### config.mk
export PLATFORM = sky130hd
export DESIGN_NAME = imem_loader_flat
export DESIGN_NICKNAME = d
export VERILOG_FILES = /design/src/rtl/imem_loader_if.sv /design/src/rtl/imem_loader.sv /design/src/flat_wrapper.sv
export SDC_FILE = /design/constraint.sdc
export NUM_CORES = 1
export LEC_CHECK = 0
export ABC_AREA = 1
export CORE_ASPECT_RATIO = 0.9
export CORE_UTILIZATION = 45
export DETAILED_ROUTE_END_ITERATION = 10
export HOLD_SLACK_MARGIN = 0.03
export PLACE_DENSITY = 0.71
export RECOVER_POWER = 25
export SKIP_CTS_REPAIR_TIMING = 1
export SLEW_MARGIN = 30
export SYNTH_ARGS = -nofsm -noshare
export SYNTH_HDL_FRONTEND = slang
export SYNTH_SLANG_ARGS = --single-unit
### constraint.sdc
create_clock -name Clock -period 2.3 [get_ports Clock]
set_clock_uncertainty 0.05 [all_clocks]
set_input_delay 0.23 -clock Clock [delete_from_list [all_inputs] [get_ports Clock]]
set_output_delay 0.23 -clock Clock [all_outputs]
set_load 0.01 [all_outputs]
### src/rtl/imem_loader_if.sv
// Byte-stream input and instruction-memory write port of the loader.
// master: byte source / memory side, slave: the loader itself.
interface imem_loader_if #(
    parameter int ADDR_W = 5
);
    logic              in_valid;
    logic [7:0]        in_data;
    logic              in_ready;
    logic              im_we;
    logic [ADDR_W-1:0] im_addr;
    logic [31:0]       im_wdata;

    modport master (
        output in_valid,
        output in_data,
        input  in_ready,
        input  im_we,
        input  im_addr,
        input  im_wdata
    );

    modport slave (
        input  in_valid,
        input  in_data,
        output in_ready,
        output im_we,
        output im_addr,
        output im_wdata
    );
endinterface

### src/rtl/imem_loader.sv
// Instruction-memory loader: takes a header byte N and 4*N little-endian data
// bytes, writes N words from address 0 and holds the CPU in reset until done.
//
// state | meaning
// IDLE  | after reset, CPU held, waiting for start
// HDR   | accepting the word-count header byte
// BYTE  | accepting the four bytes of the current word
// WRITE | one-cycle memory write of the assembled word
// DONE  | load finished, CPU released, start reloads
module imem_loader #(
    parameter int ADDR_W = 5
) (
    input  logic             Clock,
    input  logic             Resetn,
    imem_loader_if.slave     bus,
    input  logic             start,
    output logic             cpu_hold,
    output logic             busy,
    output logic             done,
    output logic             err,
    output logic [8:0]       words_loaded
);
    localparam int         DEPTH   = 1 << ADDR_W;
    localparam logic [8:0] DEPTH_C = 9'(DEPTH);

    typedef enum logic [2:0] {
        S_IDLE  = 3'd0,
        S_HDR   = 3'd1,
        S_BYTE  = 3'd2,
        S_WRITE = 3'd3,
        S_DONE  = 3'd4
    } state_t;

    state_t      state_q, state_d;
    logic [7:0]  n_q, n_d;
    logic [7:0]  widx_q, widx_d;
    logic [1:0]  bcnt_q, bcnt_d;
    logic [31:0] word_q, word_d;
    logic        err_q, err_d;
    logic [8:0]  wl_q, wl_d;

    logic        in_range;
    logic        xfer;

    // Words past the end of memory are consumed but never written.
    assign in_range = {1'b0, widx_q} < DEPTH_C;

    // All outputs decode registered state only; in_valid/in_data never reach them.
    assign bus.in_ready  = (state_q == S_HDR) || (state_q == S_BYTE);
    assign bus.im_we     = (state_q == S_WRITE) && in_range;
    assign bus.im_addr   = widx_q[ADDR_W-1:0];
    assign bus.im_wdata  = word_q;
    assign cpu_hold      = (state_q != S_DONE);
    assign busy          = (state_q == S_HDR) || (state_q == S_BYTE) || (state_q == S_WRITE);
    assign done          = (state_q == S_DONE);
    assign err           = err_q;
    assign words_loaded  = wl_q;

    assign xfer = bus.in_valid && bus.in_ready;

    // Next-state, byte assembly and word/overflow bookkeeping.
    always_comb begin
        state_d = state_q;
        n_d     = n_q;
        widx_d  = widx_q;
        bcnt_d  = bcnt_q;
        word_d  = word_q;
        err_d   = err_q;
        wl_d    = wl_q;

        case (state_q)
            S_IDLE, S_DONE: begin
                if (start) begin
                    state_d = S_HDR;
                    err_d   = 1'b0;
                    wl_d    = 9'd0;
                end
            end
            S_HDR: begin
                if (xfer) begin
                    n_d     = bus.in_data;
                    widx_d  = 8'd0;
                    bcnt_d  = 2'd0;
                    state_d = (bus.in_data == 8'd0) ? S_DONE : S_BYTE;
                end
            end
            S_BYTE: begin
                if (xfer) begin
                    word_d[{bcnt_q, 3'b000} +: 8] = bus.in_data;
                    bcnt_d = bcnt_q + 2'd1;
                    if (bcnt_q == 2'd3) begin
                        state_d = S_WRITE;
                    end
                end
            end
            S_WRITE: begin
                if (in_range) begin
                    wl_d = wl_q + 9'd1;
                end else begin
                    err_d = 1'b1;
                end
                widx_d  = widx_q + 8'd1;
                // N <= 255 so widx+1 cannot wrap before matching N.
                state_d = ((widx_q + 8'd1) == n_q) ? S_DONE : S_BYTE;
            end
            default: begin
                state_d = S_IDLE;
            end
        endcase
    end

    // State and datapath registers, cleared asynchronously by reset.
    always_ff @(posedge Clock or posedge Resetn) begin
        if (Resetn) begin
            state_q <= S_IDLE;
            n_q     <= 8'd0;
            widx_q  <= 8'd0;
            bcnt_q  <= 2'd0;
            word_q  <= 32'd0;
            err_q   <= 1'b0;
            wl_q    <= 9'd0;
        end else begin
            state_q <= state_d;
            n_q     <= n_d;
            widx_q  <= widx_d;
            bcnt_q  <= bcnt_d;
            word_q  <= word_d;
            err_q   <= err_d;
            wl_q    <= wl_d;
        end
    end
endmodule

### src/flat_wrapper.sv
// flat-port wrapper written by rule: the top's interface ports become plain ports
module imem_loader_flat 
#(
    parameter int ADDR_W = 5
)
  (Clock, Resetn, start, cpu_hold, busy, done, err, words_loaded, bus_in_valid, bus_in_data, bus_in_ready, bus_im_we, bus_im_addr, bus_im_wdata);
  imem_loader_if #(.ADDR_W(ADDR_W)) bus_i ();
  input  logic Clock;
  input  logic Resetn;
  input  logic start;
  output logic cpu_hold;
  output logic busy;
  output logic done;
  output logic err;
  output logic [8:0] words_loaded;
  input wire logic [$bits(bus_i.in_valid)-1:0] bus_in_valid;
  input wire logic [$bits(bus_i.in_data)-1:0] bus_in_data;
  output wire logic [$bits(bus_i.in_ready)-1:0] bus_in_ready;
  output wire logic [$bits(bus_i.im_we)-1:0] bus_im_we;
  output wire logic [$bits(bus_i.im_addr)-1:0] bus_im_addr;
  output wire logic [$bits(bus_i.im_wdata)-1:0] bus_im_wdata;
  assign bus_i.in_valid = bus_in_valid;
  assign bus_i.in_data = bus_in_data;
  assign bus_in_ready = bus_i.in_ready;
  assign bus_im_we = bus_i.im_we;
  assign bus_im_addr = bus_i.im_addr;
  assign bus_im_wdata = bus_i.im_wdata;
  imem_loader #(.ADDR_W(ADDR_W)) u_core (.Clock(Clock), .Resetn(Resetn), .bus(bus_i), .start(start), .cpu_hold(cpu_hold), .busy(busy), .done(done), .err(err), .words_loaded(words_loaded));
endmodule
==> metrics.txt <==
# TYPE chip_impl_metric gauge
chip_impl_info{name="run_status",value="finished, final reports clean"} 1
chip_impl_info{name="worstSetupPathType",value="flop to output pin"} 1
chip_impl_metric{name="global_route_wire_length_before_repair",unit="um"} 14000
chip_impl_metric{name="dpl.cell_count",unit=""} 561
chip_impl_metric{name="finalMaxSlewViolations",unit=""} 0
chip_impl_info{name="unrepaired_setup_endpoints_after_global_routing",value="no"} 1
chip_impl_metric{name="routed_wirelength",unit="um"} 8100
chip_impl_metric{name="syn-num-nets",unit=""} 430
chip_impl_info{name="synth_most_common_cell",value="nand2_1"} 1
chip_impl_metric{name="final_min_period_over_clock_period",unit=""} 0.944
chip_impl_metric{name="dp_hpwl",unit="um"} 5900
chip_impl_metric{name="design.portCount",unit=""} 64
chip_impl_info{name="cts_tree",value="done"} 1
chip_impl_metric{name="drive_above_1_share",unit=""} 0.107
chip_impl_metric{name="first_pass_iters",unit=""} 4
chip_impl_info{name="setup.worst_path.end_class",value="output pin"} 1
chip_impl_metric{name="synth-seq-cells",unit=""} 63
chip_impl_info{name="critical_path.reg2reg.startpoint",value="u_core.bcnt_q[0]"} 1
chip_impl_metric{name="timing.final.ws_setup",unit="ns"} 0.129
chip_impl_metric{name="setup_tns",unit="ns"} 0
chip_impl_metric{name="final_antenna_net_count",unit=""} 0
chip_impl_metric{name="worst_slew_pin_slew",unit="ns"} 1.08
chip_impl_metric{name="ctsLongestPathBuffers",unit=""} 2
chip_impl_metric{name="ys_types",unit=""} 38
chip_impl_info{name="worst_setup_path_start_kind",value="flop"} 1
chip_impl_metric{name="dr.first_iter.drc_count",unit=""} 162
chip_impl_info{name="dominantRegCellSynth",value="dfrtp_1"} 1
chip_impl_metric{name="critPathRequiredTime",unit="ns"} 2.02
chip_impl_metric{name="worst_ir_drop_vdd",unit="uV"} 478
chip_impl_metric{name="drv_cap",unit=""} 0
chip_impl_metric{name="number_of_enable_flip_flop_cells_after_synthesis",unit=""} 0
chip_impl_metric{name="num-fill-cells",unit=""} 638
chip_impl_info{name="synth_area_leader_cell",value="dfrtp_1"} 1
chip_impl_info{name="r2r-end",value="u_core.bus.im_wdata[18]"} 1
chip_impl_metric{name="cts_inserted_buffers",unit=""} 9
chip_impl_metric{name="syn_to_final_growth",unit="%"} 28.0
chip_impl_metric{name="first_global_vias",unit=""} 3034
chip_impl_metric{name="r2r_cells",unit=""} 7
chip_impl_metric{name="critPathArrivalTime",unit="ns"} 1.89
chip_impl_metric{name="preCtsSetupSlack",unit="ns"} 0.321
chip_impl_metric{name="synthesis.instances",unit=""} 410
chip_impl_info{name="root_buffer",value="clkbuf_8"} 1
chip_impl_metric{name="place.gp.congestion",unit=""} 0.888
chip_impl_metric{name="dieHeight",unit="um"} 83.9
chip_impl_metric{name="powerDensity",unit="nW/um^2"} 1110
chip_impl_metric{name="fraction_of_registers_with_async_set_or_reset_after_synthesis",unit=""} 1.00
chip_impl_metric{name="die_area",unit="um^2"} 7810
chip_impl_metric{name="multi_input_area",unit="um^2"} 1520
chip_impl_metric{name="finalNonFillerCells",unit=""} 577
chip_impl_metric{name="grt-ovfl-total",unit=""} 0
chip_impl_metric{name="route.detailed.wl_per_inst",unit="um"} 14.0
chip_impl_metric{name="core-area",unit="um^2"} 7150
chip_impl_metric{name="detailroute.via_count",unit=""} 3009
chip_impl_info{name="synth_top_cells_by_count",value="93 x nand2_1, 63 x dfrtp_1, 57 x nand3_1, 43 x inv_1, 42 x o21ai_0"} 1
chip_impl_metric{name="diodes",unit=""} 0
chip_impl_info{name="hp-class",value="primary input to asynchronous set/reset pin"} 1
chip_impl_metric{name="pin_count_of_the_biggest_net_entering_global_routing",unit=""} 49
chip_impl_metric{name="worst-r2r-setup-slack",unit="ns"} 0.29
chip_impl_metric{name="grt.total_usage",unit=""} 0.229
chip_impl_metric{name="synth_largest_type_area_fraction",unit=""} 0.470
chip_impl_metric{name="clkSinkCount",unit=""} 63
chip_impl_metric{name="initial_utilization",unit=""} 0.470
chip_impl_metric{name="max_freq",unit="MHz"} 461
chip_impl_metric{name="design.final.nets",unit=""} 499
chip_impl_metric{name="seqCellArea",unit="um^2"} 1580
chip_impl_info{name="netlist_top_cells_area",value="dfrtp_1 47%, nand2_1 10%, nand3_1 8.5%"} 1
chip_impl_metric{name="clock_latency_on_the_worst_skew_pair",unit="ns"} 0.34
chip_impl_metric{name="vias_per_cell",unit=""} 5.21
chip_impl_metric{name="ys_warn_count",unit=""} 0
chip_impl_metric{name="cell_leakage_power",unit="uW"} 0.00208
chip_impl_metric{name="die_w",unit="um"} 93.0
chip_impl_metric{name="initial_antenna_violation_count",unit=""} 0
chip_impl_metric{name="finalCriticalPeriod",unit="ns"} 2.17
chip_impl_metric{name="core.rowCount",unit=""} 29
chip_impl_metric{name="mappedNetlistArea",unit="um^2"} 3360
chip_impl_metric{name="worst_setup_hold_path_clk_slew",unit="ns"} 0.07
chip_impl_metric{name="finalSetupViolCount",unit=""} 0
chip_impl_metric{name="slew_headroom",unit=""} 0.283
chip_impl_metric{name="remaining_drc_errors",unit=""} 0
chip_impl_metric{name="port_buffers",unit=""} 63
chip_impl_metric{name="synth.yosys.seq_area_share",unit=""} 0.470
chip_impl_metric{name="syn_avg_cell_area",unit="um^2"} 8.19
chip_impl_metric{name="max_h_tree_level",unit=""} 3
chip_impl_metric{name="crit_path_max_fanout",unit=""} 5
chip_impl_metric{name="fin_hold_ws",unit="ns"} 0.325
chip_impl_metric{name="hold_viol",unit=""} 0
-- registers in the layout (all words and copies together) (netlist names) --
name / flops
u_core.state_q: 3
u_core.n_q: 8
u_core.words_loaded: 9
u_core.widx_q: 8
u_core.err: 1
u_core.bus.im_wdata: 32
u_core.bcnt_q: 2
-- worst max-delay path by stage --
stage | startpoint | end | slack (ns) | cells after the start
detailed placement | u_core.bcnt_q[0] | u_core.bus.im_wdata[18] | 0.32 | 7
finish | u_core.state_q[1] | done | 0.13 | 4
global placement | u_core.bcnt_q[0] | u_core.bus.im_wdata[22] | 0.41 | 7
CTS | u_core.state_q[2] | bus_im_we | 0.12 | 6
floorplan | Resetn | u_core.bcnt_q[0] | 0.45 | 1
global route | Resetn | u_core.n_q[1] | 0.02 | 3
-- logic make-up after synthesis --
logic type / synth area share
XOR/XNOR: 0.0104
flip-flops: 0.470
AO/OA/AOI/OAI: 0.0984
adder cells (fa/ha/maj): 0.0298
buffers and inverters: 0.0771
multiplexers: 0.0101
AND/OR/NAND/NOR: 0.305
-- report_power, final --
| group | internal (uW) | total (uW) | switching (uW) |
|---|---|---|---|
| Combinational | 802 | 2030 | 1230 |
| Sequential | 1390 | 1650 | 259 |
| Clock | 669 | 1110 | 440 |
-- worst max-delay path, stage by stage (launching register included) --
cell and delay (ns):
dfrtp_1 0.45, nor2_1 0.27, inv_1 0.10, nor2_1 0.17
clkdlybuf4s50_1 0.56
-- final cells by class --
cell class / count / area share
clock buffers: 13 / 0.0370
clock inverters: 3 / 0.0151
inverters: 48 / 0.0428
multi-input cells: 288 / 0.354
flip-flops and latches: 63 / 0.367
well taps: 93 / 0.0271
repair buffers: 69 / 0.157
-- layer usage --
layer  up-vias  GRT usage  part of all wire
li1       1485          -                 -
met1      1428      0.304              0.46
met2        89      0.372              0.47
met3         7     0.0601             0.056
met4         0     0.0601             0.010
met5         -          0                 0
-- through the flow --
step | instance area, um^2 | utilization | power (uW)
floorplan | 3360 | - | 2980
global placement | 4090 | 0.572 | 3630
detailed placement | 4090 | 0.572 | 3690
CTS | 4310 | 0.603 | 4810
global route | 4300 | 0.601 | 5150
finish | 4300 | 0.601 | 4790
-- placed cells by master (no fill, tap or decap), drive strengths merged, types with 2 or more instances in the layout --
cell | netlist | final
clkinv | 1 | 2
buf | 8 | 6
clkdlybuf4s50 | 0 | 62
ha | 8 | 8
dfrtp | 63 | 63
o21ai | 44 | 44
nand3 | 59 | 59
xor2 | 3 | 3
nand2 | 100 | 100
a21oi | 6 | 6
nor3 | 11 | 11
inv | 47 | 47
nor2 | 35 | 35
bufinv | 0 | 2
o22ai | 4 | 4
clkbuf | 3 | 13
o31ai | 3 | 3
nand4 | 4 | 4
mux2 | 3 | 3
(Power assumes the default switching activity.)
